--- src/rtl/aq_cp0_maint_arb_pkg.sv ---
// Shared CP0 maintenance definitions: FSM state, target/op/source codes and
// arbitration defaults used by the maintenance arbiter and its priority picker.
package aq_cp0_maint_arb_pkg;

  typedef enum logic [1:0] {
    ST_IDLE = 2'b00,
    ST_BUSY = 2'b01,
    ST_RLS  = 2'b10,
    ST_ILL  = 2'b11
  } arb_state_e;

  typedef enum logic [1:0] {
    TGT_NOP = 2'b00,
    TGT_DCA = 2'b01,
    TGT_ICA = 2'b10,
    TGT_MMU = 2'b11
  } maint_tgt_e;

  typedef enum logic [1:0] {
    OP_INV     = 2'b00,
    OP_CLN     = 2'b01,
    OP_CLN_INV = 2'b10,
    OP_RSVD    = 2'b11
  } maint_op_e;

  typedef enum logic [1:0] {
    SRC_FNC  = 2'b00,
    SRC_CSR  = 2'b01,
    SRC_DBG  = 2'b10,
    SRC_NONE = 2'b11
  } maint_src_e;

  localparam logic [1:0] STARVE_LIM_DEF = 2'd3;

  typedef struct packed {
    logic [1:0] tgt;
    logic [1:0] op;
  } maint_cmd_t;

  // The reserved op encoding is executed as a plain invalidate.
  function automatic logic [1:0] norm_op(input logic [1:0] op);
    logic [1:0] res;
    res = op;
    if (op == OP_RSVD) begin
      res = OP_INV;
    end
    return res;
  endfunction

endpackage

--- src/rtl/aq_cp0_maint_prio.sv ---
// Combinational 3-way fixed-priority picker (fence > debug > CSR) with a
// starvation override that lets a pending CSR request beat everyone.
module aq_cp0_maint_prio
  import aq_cp0_maint_arb_pkg::*;
(
  input  logic       fnc_req,
  input  logic       csr_req,
  input  logic       dbg_req,
  input  logic       starve_hit,
  output logic       win_vld,
  output maint_src_e win_src
);

  // NOTE: every output gets a default first so no path through the block
  // leaves it unassigned; otherwise synthesis infers a latch.
  always_comb begin
    win_vld = fnc_req | csr_req | dbg_req;
    win_src = SRC_NONE;
    if (csr_req && starve_hit) begin
      win_src = SRC_CSR;
    end else if (fnc_req) begin
      win_src = SRC_FNC;
    end else if (dbg_req) begin
      win_src = SRC_DBG;
    end else if (csr_req) begin
      win_src = SRC_CSR;
    end
  end

endmodule

--- src/rtl/aq_cp0_maint_arb.sv ---
// Arbiter/sequencer for the single CP0 maintenance engine port: grants one of
// fence/CSR/debug, drives the engine until done, and routes completion back.
module aq_cp0_maint_arb
  import aq_cp0_maint_arb_pkg::*;
#(
  parameter logic [1:0] STARVE_LIM = STARVE_LIM_DEF,
  parameter logic [1:0] NOP_TGT    = 2'b00
) (
  input  logic       fence_clk,
  input  logic       cpurst_b,
  input  logic       fnc_req,
  input  logic [1:0] fnc_tgt,
  input  logic [1:0] fnc_op,
  input  logic       csr_req,
  input  logic [1:0] csr_tgt,
  input  logic [1:0] csr_op,
  input  logic       dbg_req,
  input  logic [1:0] dbg_tgt,
  input  logic [1:0] dbg_op,
  input  logic       maint_done,
  output logic       maint_req,
  output logic [1:0] maint_tgt,
  output logic [1:0] maint_op,
  output logic [1:0] maint_src,
  output logic       fnc_done,
  output logic       csr_done,
  output logic       dbg_done,
  output logic       arb_busy,
  output logic       arb_clk_en,
  output logic [1:0] arb_cur_state
);

  arb_state_e state;
  logic [1:0] starve_cnt;
  logic       win_vld;
  maint_src_e win_src;
  maint_cmd_t win_cmd;

  aq_cp0_maint_prio u_prio (
    .fnc_req    (fnc_req),
    .csr_req    (csr_req),
    .dbg_req    (dbg_req),
    .starve_hit (starve_cnt == STARVE_LIM),
    .win_vld    (win_vld),
    .win_src    (win_src)
  );

  always_comb begin
    win_cmd = '0;
    case (win_src)
      SRC_FNC: win_cmd = '{tgt: fnc_tgt, op: norm_op(fnc_op)};
      SRC_CSR: win_cmd = '{tgt: csr_tgt, op: norm_op(csr_op)};
      SRC_DBG: win_cmd = '{tgt: dbg_tgt, op: norm_op(dbg_op)};
      default: win_cmd = '0;
    endcase
  end

  // NOTE: sequential state uses non-blocking assignments only, so every
  // register samples the pre-edge values regardless of statement order.
  always_ff @(posedge fence_clk or negedge cpurst_b) begin
    if (!cpurst_b) begin
      state      <= ST_IDLE;
      starve_cnt <= 2'd0;
      maint_req  <= 1'b0;
      maint_tgt  <= 2'b00;
      maint_op   <= 2'b00;
      maint_src  <= 2'b00;
      fnc_done   <= 1'b0;
      csr_done   <= 1'b0;
      dbg_done   <= 1'b0;
    end else begin
      fnc_done <= 1'b0;
      csr_done <= 1'b0;
      dbg_done <= 1'b0;
      case (state)
        ST_IDLE: begin
          // Starvation count only tracks grants that bypass a waiting CSR.
          if (!csr_req || win_src == SRC_CSR) begin
            starve_cnt <= 2'd0;
          end else if (starve_cnt != 2'b11) begin
            starve_cnt <= starve_cnt + 2'd1;
          end
          if (win_vld) begin
            state     <= ST_BUSY;
            maint_src <= win_src;
            maint_tgt <= win_cmd.tgt;
            maint_op  <= win_cmd.op;
            maint_req <= (win_cmd.tgt != NOP_TGT);
          end
        end
        ST_BUSY: begin
          if (maint_tgt == NOP_TGT || maint_done) begin
            state     <= ST_RLS;
            maint_req <= 1'b0;
            case (maint_src)
              SRC_FNC: fnc_done <= 1'b1;
              SRC_CSR: csr_done <= 1'b1;
              SRC_DBG: dbg_done <= 1'b1;
              default: ;
            endcase
          end
        end
        ST_RLS: begin
          state <= ST_IDLE;
        end
        default: begin
          state     <= ST_IDLE;
          maint_req <= 1'b0;
        end
      endcase
    end
  end

  assign arb_busy      = (state != ST_IDLE);
  assign arb_clk_en    = arb_busy | fnc_req | csr_req | dbg_req;
  assign arb_cur_state = state;

endmodule

--- config.mk ---
export PLATFORM = sky130hd
export DESIGN_NAME = aq_cp0_maint_arb
export DESIGN_NICKNAME = d
export VERILOG_FILES = /design/src/rtl/aq_cp0_maint_arb_pkg.sv /design/src/rtl/aq_cp0_maint_prio.sv /design/src/rtl/aq_cp0_maint_arb.sv
export SDC_FILE = /design/constraint.sdc
export NUM_CORES = 1
export LEC_CHECK = 0
export BUFFER_PORTS_ARGS = -buffer_cell sky130_fd_sc_hd__buf_2
export CORE_AREA = 2 2 48 50
export CTS_BUF_LIST = sky130_fd_sc_hd__clkbuf_4
export DETAILED_ROUTE_END_ITERATION = 12
export DIE_AREA = 0 0 50 52
export GPL_ROUTABILITY_DRIVEN = 0
export GPL_TIMING_DRIVEN = 0
export PLACE_DENSITY = 0.76
export RECOVER_POWER = 100
export SLEW_MARGIN = 20
export SYNTH_ARGS = -nofsm -noshare
export SYNTH_HDL_FRONTEND = slang
export SYNTH_SLANG_ARGS = --single-unit
--- constraint.sdc ---
create_clock -name fence_clk -period 1.4 [get_ports fence_clk]
set_input_delay 0.28 -clock fence_clk [delete_from_list [all_inputs] [get_ports fence_clk]]
set_output_delay 0.28 -clock fence_clk [all_outputs]
set_load 0.05 [all_outputs]
==> run metrics <==
RSZ-0062 raised after global routing true; Peak Freq 0.7077 GHz; Overall Global Routing Usage 0.1683; reg2reg start starve_cnt[0]$_DFFE_PN0P_; HPWL Detailed 1400 um; Initial Util 0.3731; DRT iter0 DRCs 10; area grow syn2layout 38.85%; Crit Path Class reg2out; area of the mapped netlist between 700 and 800 sq um; Reg clk slew, reported paths 90 ps; synth warn 0; final setup margin -13.04 ps; fillers between 150 and 200; post-synth cell types 33; Startpoint Class flop; Final Hold Viols 0; Hold Path Class in2reg; syn nets 98; Placed Area 975.9 sq um; Setup crit end arb_clk_en; mean post-synth cell area 9.946 sq um; Inserted Clock Buffers 3; r2r setup slk 0 ps; Root Buffer clkbuf_4; Final Setup Violations 2; Post-Syn Instances 79; Tcrit/Tclk final 1.009; Power Dens Cells 2274 mW/mm^2; H-tree levels 1; Core Box Area 0.002106 sq mm; highest fanout seen on the critical path 4; hold_ws 330.9 ps; Max Cap Violations 0; largest net degree at the start of global routing 15; Worst-Margin Slew 740.4 ps; share of cells above drive strength 1 0.4500; DR WL/cell 13.01 um; reg2reg path depth 5; crit path from arb_cur_state[1]$_DFFE_PN0P_; drt total wl 1926 um; insertion delay to the later sink of the worst-skew pair between 200 and 300 ps; CP bufs+invs 1; Hold Crit Depth 3; RR Endpoint maint_req$_DFFE_PN0P_; Slew HR 0.5064; register area share after synthesis 0.4459; io pins 32; via count 741; CP cell instances nor2_4 -> nand2_2 -> buf_6; n_diodes 0; critical path's slowest cell dfrtp_2; Site Rows 17; First-pass DRT Iterations 4; DRC viols 0; clock skew ~6.3 ps; Yosys reg bits 14; Worst Path Arrival 1130 ps; Pleak approximately 0.00054 uW; maximum root-to-sink buffer count 2; initial antenna violation count 0; endpoint class of the critical path output pin; cell family with most CP delay flip-flops; CTS sink cnt 14; die area about 0.0026 sq mm; global route overflow 0; fin. max-slew vios 0; Post-synth EDFFs 0; nets 140; Detail Route Antenna Nets 0; Synth async-reset ratio 1.000; die width approximately 50 um; maximum vdd drop 1088 uV; Final min period approximately 1400 ps; die height ~52 um; critical path depth 3; vias per cell between 5 and 6; PortBufs 30; crit-path max cell delay roughly 430 ps; first-pass GRT wire length ~3200 um; design area 0.001091 sq mm; failing checks negative setup slack; CP required 1120 ps; CTS tree done; vias in the first global route 747; outcome complete, but fails checks; Synth Flop Type dfrtp_1
worst min-delay path, cell delays in order:
cell and delay, ps:
buf_2 80, o21bai_1 140, a211oi_1 90
metal layers:
metal | wire (um) | GRT usage | part of all wire | vias up
li1 | - | - | - | 372
met3 | 81 | 0.03161 | 0.042 | 6
met4 | 46 | 0.1065 | 0.024 | 0
met2 | 990 | 0.2873 | 0.51 | 23
met5 | 0 | 0 | 0 | -
met1 | 808 | 0.1931 | 0.42 | 340
how the worst min path moves through the flow:
stage / end / start / slack, ps
3_5_place_dp: maint_req$_DFFE_PN0P_ / cpurst_b / 190
4_1_cts: arb_cur_state[0]$_DFFE_PN0P_ / maint_done / 330
5_1_grt: arb_cur_state[0]$_DFFE_PN0P_ / maint_done / 350
6_report: arb_cur_state[0]$_DFFE_PN0P_ / maint_done / 330
3_3_place_gp: maint_tgt[1]$_DFFE_PN0P_ / cpurst_b / 180
2_1_floorplan: arb_cur_state[0]$_DFFE_PN0P_ / cpurst_b / -20
layout make-up:
type / instances / area (sq um) / share of cell area
inverters: 5 / 21.27 / 0.01950
clock inverters: 1 / 3.754 / 0.003440
flip-flops and latches: 14 / 352.8 / 0.3234
repair buffers: 37 / 219.0 / 0.2007
multi-input cells: 58 / 417.9 / 0.3830
plain buffers: 2 / 18.77 / 0.01720
clock buffers: 3 / 22.52 / 0.02064
well taps: 28 / 35.03 / 0.03211
synth_stat cells, drive strengths merged, types with 2 or more instances:
master,n,area share
buf,2,0.024
nand2,15,0.072
a21oi,5,0.032
dfrtp,14,0.45
and4bb,2,0.032
o32ai,2,0.041
a22o,2,0.022
nor2b,2,0.016
nor3,3,0.025
inv,5,0.024
nor3b,2,0.019
o21ai,7,0.049
a31oi,2,0.032
nor2,3,0.024
cell usage in the layout, fill, tap and decap left out, types with 2 or more instances in the layout:
master / Yosys / routed
buf_4: 1 / 7
o21ai_1: 3 / 3
buf_6: 1 / 2
nor3b_1: 2 / 2
clkbuf_4: 0 / 3
clkbuf_2: 0 / 6
dfrtp_1: 14 / 12
buf_2: 0 / 20
and4bb_1: 2 / 2
dfrtp_2: 0 / 2
a21oi_1: 5 / 5
nor3_1: 2 / 2
o21ai_0: 3 / 3
a31oi_2: 2 / 2
nand2_1: 15 / 14
nor2b_1: 2 / 2
a22o_1: 2 / 2
clkbuf_1: 0 / 2
inv_1: 4 / 4
nor2_1: 2 / 2
flip-flops by register name (all words and copies together) (netlist names):
register	cells
starve_cnt	2
fnc_done	1
maint_req	1
arb_cur_state	2
dbg_done	1
maint_op	2
maint_src	2
csr_done	1
maint_tgt	2
kinds of logic after synthesis:
family | count (synthesis) | synth area share
flops | 14 | 0.4459
compound gates | 25 | 0.2500
fa+ha+maj | 1 | 0.01592
buf+inv | 7 | 0.04776
simple gates | 32 | 0.2404
metrics by stage:
step                setup TNS [ps]  utilization  total power [uW]  cells  worst slack (ps)
global route                -284.3       0.5181              2632    148            -86.68
detailed placement               0       0.4635              2023    137             41.10
floorplan                        0            -              1715     79             83.25
CTS                         -9.976       0.5039              2424    146            -9.976
finish                      -17.19       0.5181              2481    148            -13.04
global placement                 0       0.4635              1994    137             62.86
repair_timing:
action	CTS	global route
endpoints found under the hold margin	14	0
pin swaps	1	1
endpoints found under the setup margin	2	6
setup buffers	4	2
gates resized for setup	6	5
hold buffers	1	0
power breakdown:
group / total (uW) / switching (uW) / internal [uW]
sequential: 703 / 126 / 577
clock: 247 / 143 / 104
combinational: 1530 / 1030 / 496
total: 2480 / 1300 / 1180
No activity file was read; power rests on OpenSTA's default activity.
